**config.mk**
```make
export PLATFORM = sky130hd
export DESIGN_NAME = lsu_mc
export DESIGN_NICKNAME = d
export VERILOG_FILES = /design/src/rtl/lsu_mc.sv
export SDC_FILE = /design/constraint.sdc
export NUM_CORES = 1
export LEC_CHECK = 0
export CORE_ASPECT_RATIO = 0.5
export CORE_MARGIN = 3
export CORE_UTILIZATION = 38
export DETAILED_ROUTE_END_ITERATION = 8
export PLACE_DENSITY = 0.7
export SLEW_MARGIN = 20
export SYNTH_ARGS = -nofsm -noshare
export SYNTH_HDL_FRONTEND = slang
export SYNTH_SLANG_ARGS = --single-unit
```
**constraint.sdc**
```tcl
create_clock -name clk -period 4.45 [get_ports clk]
set_clock_uncertainty 0.1 [all_clocks]
set_input_delay 1.1125 -clock clk [delete_from_list [all_inputs] [get_ports clk]]
set_output_delay 1.1125 -clock clk [all_outputs]
set_load 0.05 [all_outputs]
```
**src/rtl/lsu_mc.sv**
```systemverilog
// Multi-cycle load/store unit: registered request, byte-lane alignment,
// load extension and fault reporting over a valid/ready memory port.
module lsu_mc #(
  parameter int XLEN    = 32,
  parameter int ADDR_W  = 32,
  parameter int TIMEOUT = 255
) (
  input  logic              clk,
  input  logic              rst_n,
  input  logic              req_valid,
  output logic              req_ready,
  input  logic              req_wen,
  input  logic [ADDR_W-1:0] req_addr,
  input  logic [XLEN-1:0]   req_wdata,
  input  logic [2:0]        req_size,
  output logic              rsp_valid,
  input  logic              rsp_ready,
  output logic [XLEN-1:0]   rsp_rdata,
  output logic [1:0]        rsp_err,
  output logic              mem_req_valid,
  input  logic              mem_req_ready,
  output logic              mem_req_wen,
  output logic [ADDR_W-1:0] mem_req_addr,
  output logic [XLEN-1:0]   mem_req_wdata,
  output logic [XLEN/8-1:0] mem_req_wmask,
  input  logic              mem_rsp_valid,
  input  logic [XLEN-1:0]   mem_rsp_rdata,
  input  logic              mem_rsp_err
);

  localparam int NB   = XLEN / 8;
  localparam int OFFW = $clog2(NB);
  localparam int CW   = (TIMEOUT > 1) ? $clog2(TIMEOUT) : 1;

  typedef enum logic [1:0] {
    IDLE,
    MREQ,
    WAIT,
    RESP
  } state_t;

  state_t state, state_n;

  logic              wen_q;
  logic [ADDR_W-1:0] addr_q;
  logic [XLEN-1:0]   wdata_q;
  logic [2:0]        size_q;
  logic [XLEN-1:0]   rdata_q;
  logic [1:0]        err_q;
  logic [CW-1:0]     cnt;

  logic [OFFW-1:0]   off;
  logic [XLEN-1:0]   sh;
  logic [XLEN-1:0]   ext;
  logic [NB-1:0]     bmask;
  logic [2:0]        amask;
  logic              sgn;
  logic              illegal;
  logic              tmo;
  int                nbits;

  assign off = addr_q[OFFW-1:0];
  assign sh  = mem_rsp_rdata >> {off, 3'b000};

  // A request is illegal if misaligned, wider than the bus, or a store
  // with the zero-extend bit set.
  assign amask   = 3'((4'd1 << req_size[1:0]) - 4'd1);
  assign illegal = (|(req_addr[2:0] & amask))
                 || (int'(req_size[1:0]) > OFFW)
                 || (req_wen && req_size[2]);

  assign tmo = (TIMEOUT != 0) && (int'(cnt) == TIMEOUT - 1);

  always_comb begin
    nbits = 8 << size_q[1:0];
    unique case (size_q[1:0])
      2'd1:    sgn = sh[15];
      2'd2:    sgn = sh[31];
      2'd3:    sgn = sh[XLEN-1];
      default: sgn = sh[7];
    endcase
    for (int i = 0; i < XLEN; i++) begin
      ext[i] = (i < nbits) ? sh[i] : (sgn & ~size_q[2]);
    end
  end

  always_comb begin
    for (int i = 0; i < NB; i++) begin
      bmask[i] = (i >= int'(off))
              && (i < int'(off) + (1 << size_q[1:0]));
    end
  end

  always_comb begin
    state_n = state;
    unique case (state)
      IDLE: if (req_valid)     state_n = illegal ? RESP : MREQ;
      MREQ: if (mem_req_ready) state_n = WAIT;
      WAIT: if (mem_rsp_valid || tmo) state_n = RESP;
      RESP: if (rsp_ready)     state_n = IDLE;
      default:                 state_n = IDLE;
    endcase
  end

  always_ff @(posedge clk) begin
    if (!rst_n) begin
      state   <= IDLE;
      cnt     <= '0;
      wen_q   <= 1'b0;
      addr_q  <= '0;
      wdata_q <= '0;
      size_q  <= '0;
      rdata_q <= '0;
      err_q   <= 2'b00;
    end else begin
      state <= state_n;
      unique case (state)
        IDLE: if (req_valid) begin
          wen_q   <= req_wen;
          addr_q  <= req_addr;
          wdata_q <= req_wdata;
          size_q  <= req_size;
          rdata_q <= '0;
          err_q   <= illegal ? 2'b01 : 2'b00;
        end
        MREQ: if (mem_req_ready) cnt <= '0;
        WAIT: begin
          // A response in the limit cycle takes priority over timeout.
          if (mem_rsp_valid) begin
            err_q   <= mem_rsp_err ? 2'b10 : 2'b00;
            rdata_q <= (mem_rsp_err || wen_q) ? '0 : ext;
          end else if (tmo) begin
            err_q   <= 2'b11;
            rdata_q <= '0;
          end else begin
            cnt <= cnt + 1'b1;
          end
        end
        default: ;
      endcase
    end
  end

  assign req_ready     = (state == IDLE) && rst_n;
  assign rsp_valid     = (state == RESP);
  assign rsp_rdata     = rsp_valid ? rdata_q : '0;
  assign rsp_err       = rsp_valid ? err_q : 2'b00;
  assign mem_req_valid = (state == MREQ);
  assign mem_req_wen   = mem_req_valid && wen_q;
  assign mem_req_addr  = {addr_q[ADDR_W-1:OFFW], {OFFW{1'b0}}};
  assign mem_req_wdata = wdata_q << {off, 3'b000};
  assign mem_req_wmask = mem_req_valid ? bmask : '0;

endmodule

```
==> flow_metrics.py <==
metrics = {
    "run_status": {
        "status": "completed",
    },
    "floorplanning": {
        "start_util_pct": 40.4,
        "dieWidth_um": 179,
        "num_rows": 30,
        "coreArea_um2": 14100,
        "die_h_um": 92.6,
        "io_pins": 213,
        "dieArea_um2": 16600,
    },
    "yosys": {
        "synth-edff-count": 0,
        "ys_types": 47,
        "ys.warnings.count": 0,
        "ys_ff_latch": 112,
        "synth_cells": 713,
        "ys.flop_type": "dfxtp_1",
        "yosys-top-cells-area": "dfxtp_1 39%, nand2_1 10%, a21oi_1 8.9%",
        "synth_area_um2": 5710,
        "synth_seq_area_share_pct": 39.3,
        "yosysTopAreaCell": "dfxtp_1",
        "synthArstFlopShare_pct": 0,
        "syn_avg_cell_area_um2": 8.00,
        "synth_top_area_share_pct": 39.3,
    },
    "critical_path": {
        "r2r-start": "addr_q[0]$_SDFFE_PN0P_",
        "rr_worst_depth": 5,
        "cp_slowest_cell": "clkdlybuf4s50_1",
        "end_kind": "primary output",
        "cp-endpoint": "mem_req_wmask[3]",
        "critical_path_class": "reg -> out",
        "worstPathRequired_ns": 3.24,
        "critPathTopFamily": "buffers and inverters",
        "path_cells": "xnor2_1, ha_1, a21boi_0, a21oi_1, o32ai_1, nor2_1, clkdlybuf4s50_1",
        "arrival_ns": 2.81,
        "cp-start-kind": "register",
        "r2r-end": "rdata_q[30]$_SDFFE_PN0P_",
        "max_stage_delay_ns": 0.83,
        "crit_start": "addr_q[1]$_SDFFE_PN0P_",
        "path_max_fanout": 23,
        "reg2reg_slack_ns": 1.83,
        "path_depth": 7,
        "critPathBufInv": 1,
    },
    "route": {
        "met2WireLength_um": 7940,
        "via_per_inst": 5.09,
        "first_pass_iters": 5,
        "drt-met1-wl_um": 7650,
        "antenna_left": 0,
        "highest_layer": "met4",
        "wire_per_inst_um": 16.0,
        "drt_iter0_drc": 466,
        "via_count": 5404,
        "routed_wirelength_um": 17000,
        "drc": 0,
        "wl_met3_um": 1190,
    },
    "clocking": {
        "cts_buffers": 9,
        "cts_hold_buf": 0,
        "cts_setup_buffers": 0,
        "cts_tree": "built",
        "path_clk_slew_ns": 0.08,
        "clock_latency_ns": 0.34,
        "ctsHtreeMaxLevel": 3,
        "cts_resized": 0,
        "clock_sinks": 112,
        "clk_path_buf_depth": 2,
        "root_buffer": "clkbuf_16",
    },
    "placement": {
        "dpl-instance-area_um2": 7700,
        "routabilityCongestion": 0.799,
        "dp.cells": 1045,
        "portBuffers": 210,
        "dpl.hpwl_um": 12400,
    },
    "sta": {
        "worstMarginPinSlew_ns": 0.965,
        "finalSetupViolCount": 0,
        "rsz0062_at_grt": "no",
        "period_minus_slack_ns": 4.03,
        "hold_viol_final": 0,
        "fmax_mhz": 248,
        "period_share_pct": 90.5,
        "maxSlewViolCount": 0,
        "whs_ns": 0.354,
        "slew_headroom_pct": 35.7,
    },
    "run": {
        "max_cap_violations": 0,
    },
    "layout": {
        "diodes": 0,
        "final_util_pct": 56.7,
        "area_delta_synth_final_pct": 40.3,
        "fin_cells": 1061,
        "fill_cells": 1317,
        "drive_gt1_share_pct": 5.64,
        "fin_nets": 980,
        "finish.instance_area_um2": 8010,
    },
    "global_routing": {
        "grt_overflow_total": 0,
        "grt_usage_pct": 20.6,
        "first_global_vias": 5371,
        "grt_pass1_wl_um": 27700,
        "grt_max_degree": 72,
        "antenna_found_initial": 0,
    },
    "power_and_ir_drop": {
        "total_power_mw": 3.73,
        "peakVddDrop_mv": 0.205,
        "p_leak_nw": 2.94,
        "p_per_area_nw_per_um2": 466,
    },
    "hold_path": {
        "hold_class": "reg -> reg",
    },
}
## synth_stat cells, drive strengths merged, types with 4 or more instances
master	n
a211o	8
a211oi	10
a21oi	101
a221o	8
a22o	8
and2	46
buf	50
clkbuf	32
dfxtp	112
ha	9
inv	9
mux2	8
mux2i	35
nand2	157
nand2b	5
nand3	4
nand4	5
nor2	29
nor2b	11
o211ai	5
o21ai	23
o2bb2ai	7
o31ai	4
or3	5
or4	4
## per-layer routing
metal / GRT usage (%) / vias to the layer above
met5: 0 / -
met4: 4.63 / 0
met3: 5.77 / 12
met2: 34.1 / 173
met1: 26.8 / 2514
li1: - / 2705
## placed cells by master (no fill, tap or decap), types with 2 or more instances in the layout
master / n
inv_6: 2
nor3_1: 3
clkdlybuf4s50_1: 208
nand2_1: 156
a22o_1: 8
or3_1: 5
o21ai_0: 23
dfxtp_2: 2
o211ai_1: 5
mux2_2: 8
ha_1: 9
mux2i_1: 35
a211oi_1: 10
a221o_1: 8
clkbuf_8: 3
nand3_1: 4
conb_1: 2
a21oi_1: 100
buf_4: 12
clkbuf_16: 9
nor2_1: 29
dfxtp_1: 110
or4_1: 4
nor2b_1: 11
and2_1: 44
nand2b_1: 5
nand4_1: 5
inv_1: 8
clkinv_4: 2
o31ai_1: 4
o2bb2ai_1: 7
a211o_1: 8
## registers in the layout, indices dropped and copies added, names as in the netlist
register / cells
addr_q: 32
cnt: 8
err_q: 2
rdata_q: 32
size_q: 3
state: 2
wdata_q: 32
wen_q: 1
## logic make-up after synthesis
group / synth area share [%]
AO/OA/AOI/OAI: 19.6
flip-flops: 39.3
XOR/XNOR: 0.154
multiplexers: 8.11
buffers and inverters: 8.44
AND/OR/NAND/NOR: 22.3
adder cells (fa/ha/maj): 1.97
other: 0.0657
## area by class of cell
| type | count | area, um^2 | share of cell area [%] |
|---|---|---|---|
| Inverter | 9 | 33.8 | 0.422 |
| Clock inverter | 4 | 35.0 | 0.438 |
| Tap cell | 192 | 240 | 3.00 |
| Multi-Input combinational cell | 511 | 2990 | 37.4 |
| Sequential cell | 112 | 2240 | 28.0 |
| Clock buffer | 12 | 267 | 3.33 |
| Timing Repair Buffer | 221 | 2190 | 27.4 |
## power by group
part	switching, mW	total, mW	internal [mW]
Combinational	1.09	1.68	0.585
Clock	0.381	0.814	0.433
Sequential	0.109	1.24	1.13
Total	1.58	3.73	2.15
## how the worst min path moves through the flow
stage / startpoint / to / slack [ns] / depth (start not counted)
after floorplan: rdata_q[7]$_SDFFE_PN0P_ / rdata_q[7]$_SDFFE_PN0P_ / 0.32 / 1
after global placement: rdata_q[7]$_SDFFE_PN0P_ / rdata_q[7]$_SDFFE_PN0P_ / 0.33 / 1
after detailed placement: rdata_q[7]$_SDFFE_PN0P_ / rdata_q[7]$_SDFFE_PN0P_ / 0.33 / 1
after CTS: wdata_q[31]$_SDFFE_PN0P_ / wdata_q[31]$_SDFFE_PN0P_ / 0.35 / 2
after global routing: wdata_q[31]$_SDFFE_PN0P_ / wdata_q[31]$_SDFFE_PN0P_ / 0.37 / 2
final: addr_q[16]$_SDFFE_PN0P_ / addr_q[16]$_SDFFE_PN0P_ / 0.35 / 2
## worst reg2reg max path, stage by stage (launching register included)
cell and delay, ns:
dfxtp_2 0.43, buf_4 0.53, mux4_2 0.34, nor2_1 0.07
a2111oi_4 0.89, a221o_1 0.21
## metrics by stage
stage	TNS (ns)	setup WS, ns
2_1_floorplan	-0.000943	-0.000943
3_3_place_gp	0	0.724
3_5_place_dp	0	0.726
4_1_cts	0	0.388
5_1_grt	0	0.229
6_report	0	0.423
No activity file was read; power rests on OpenSTA's default activity.
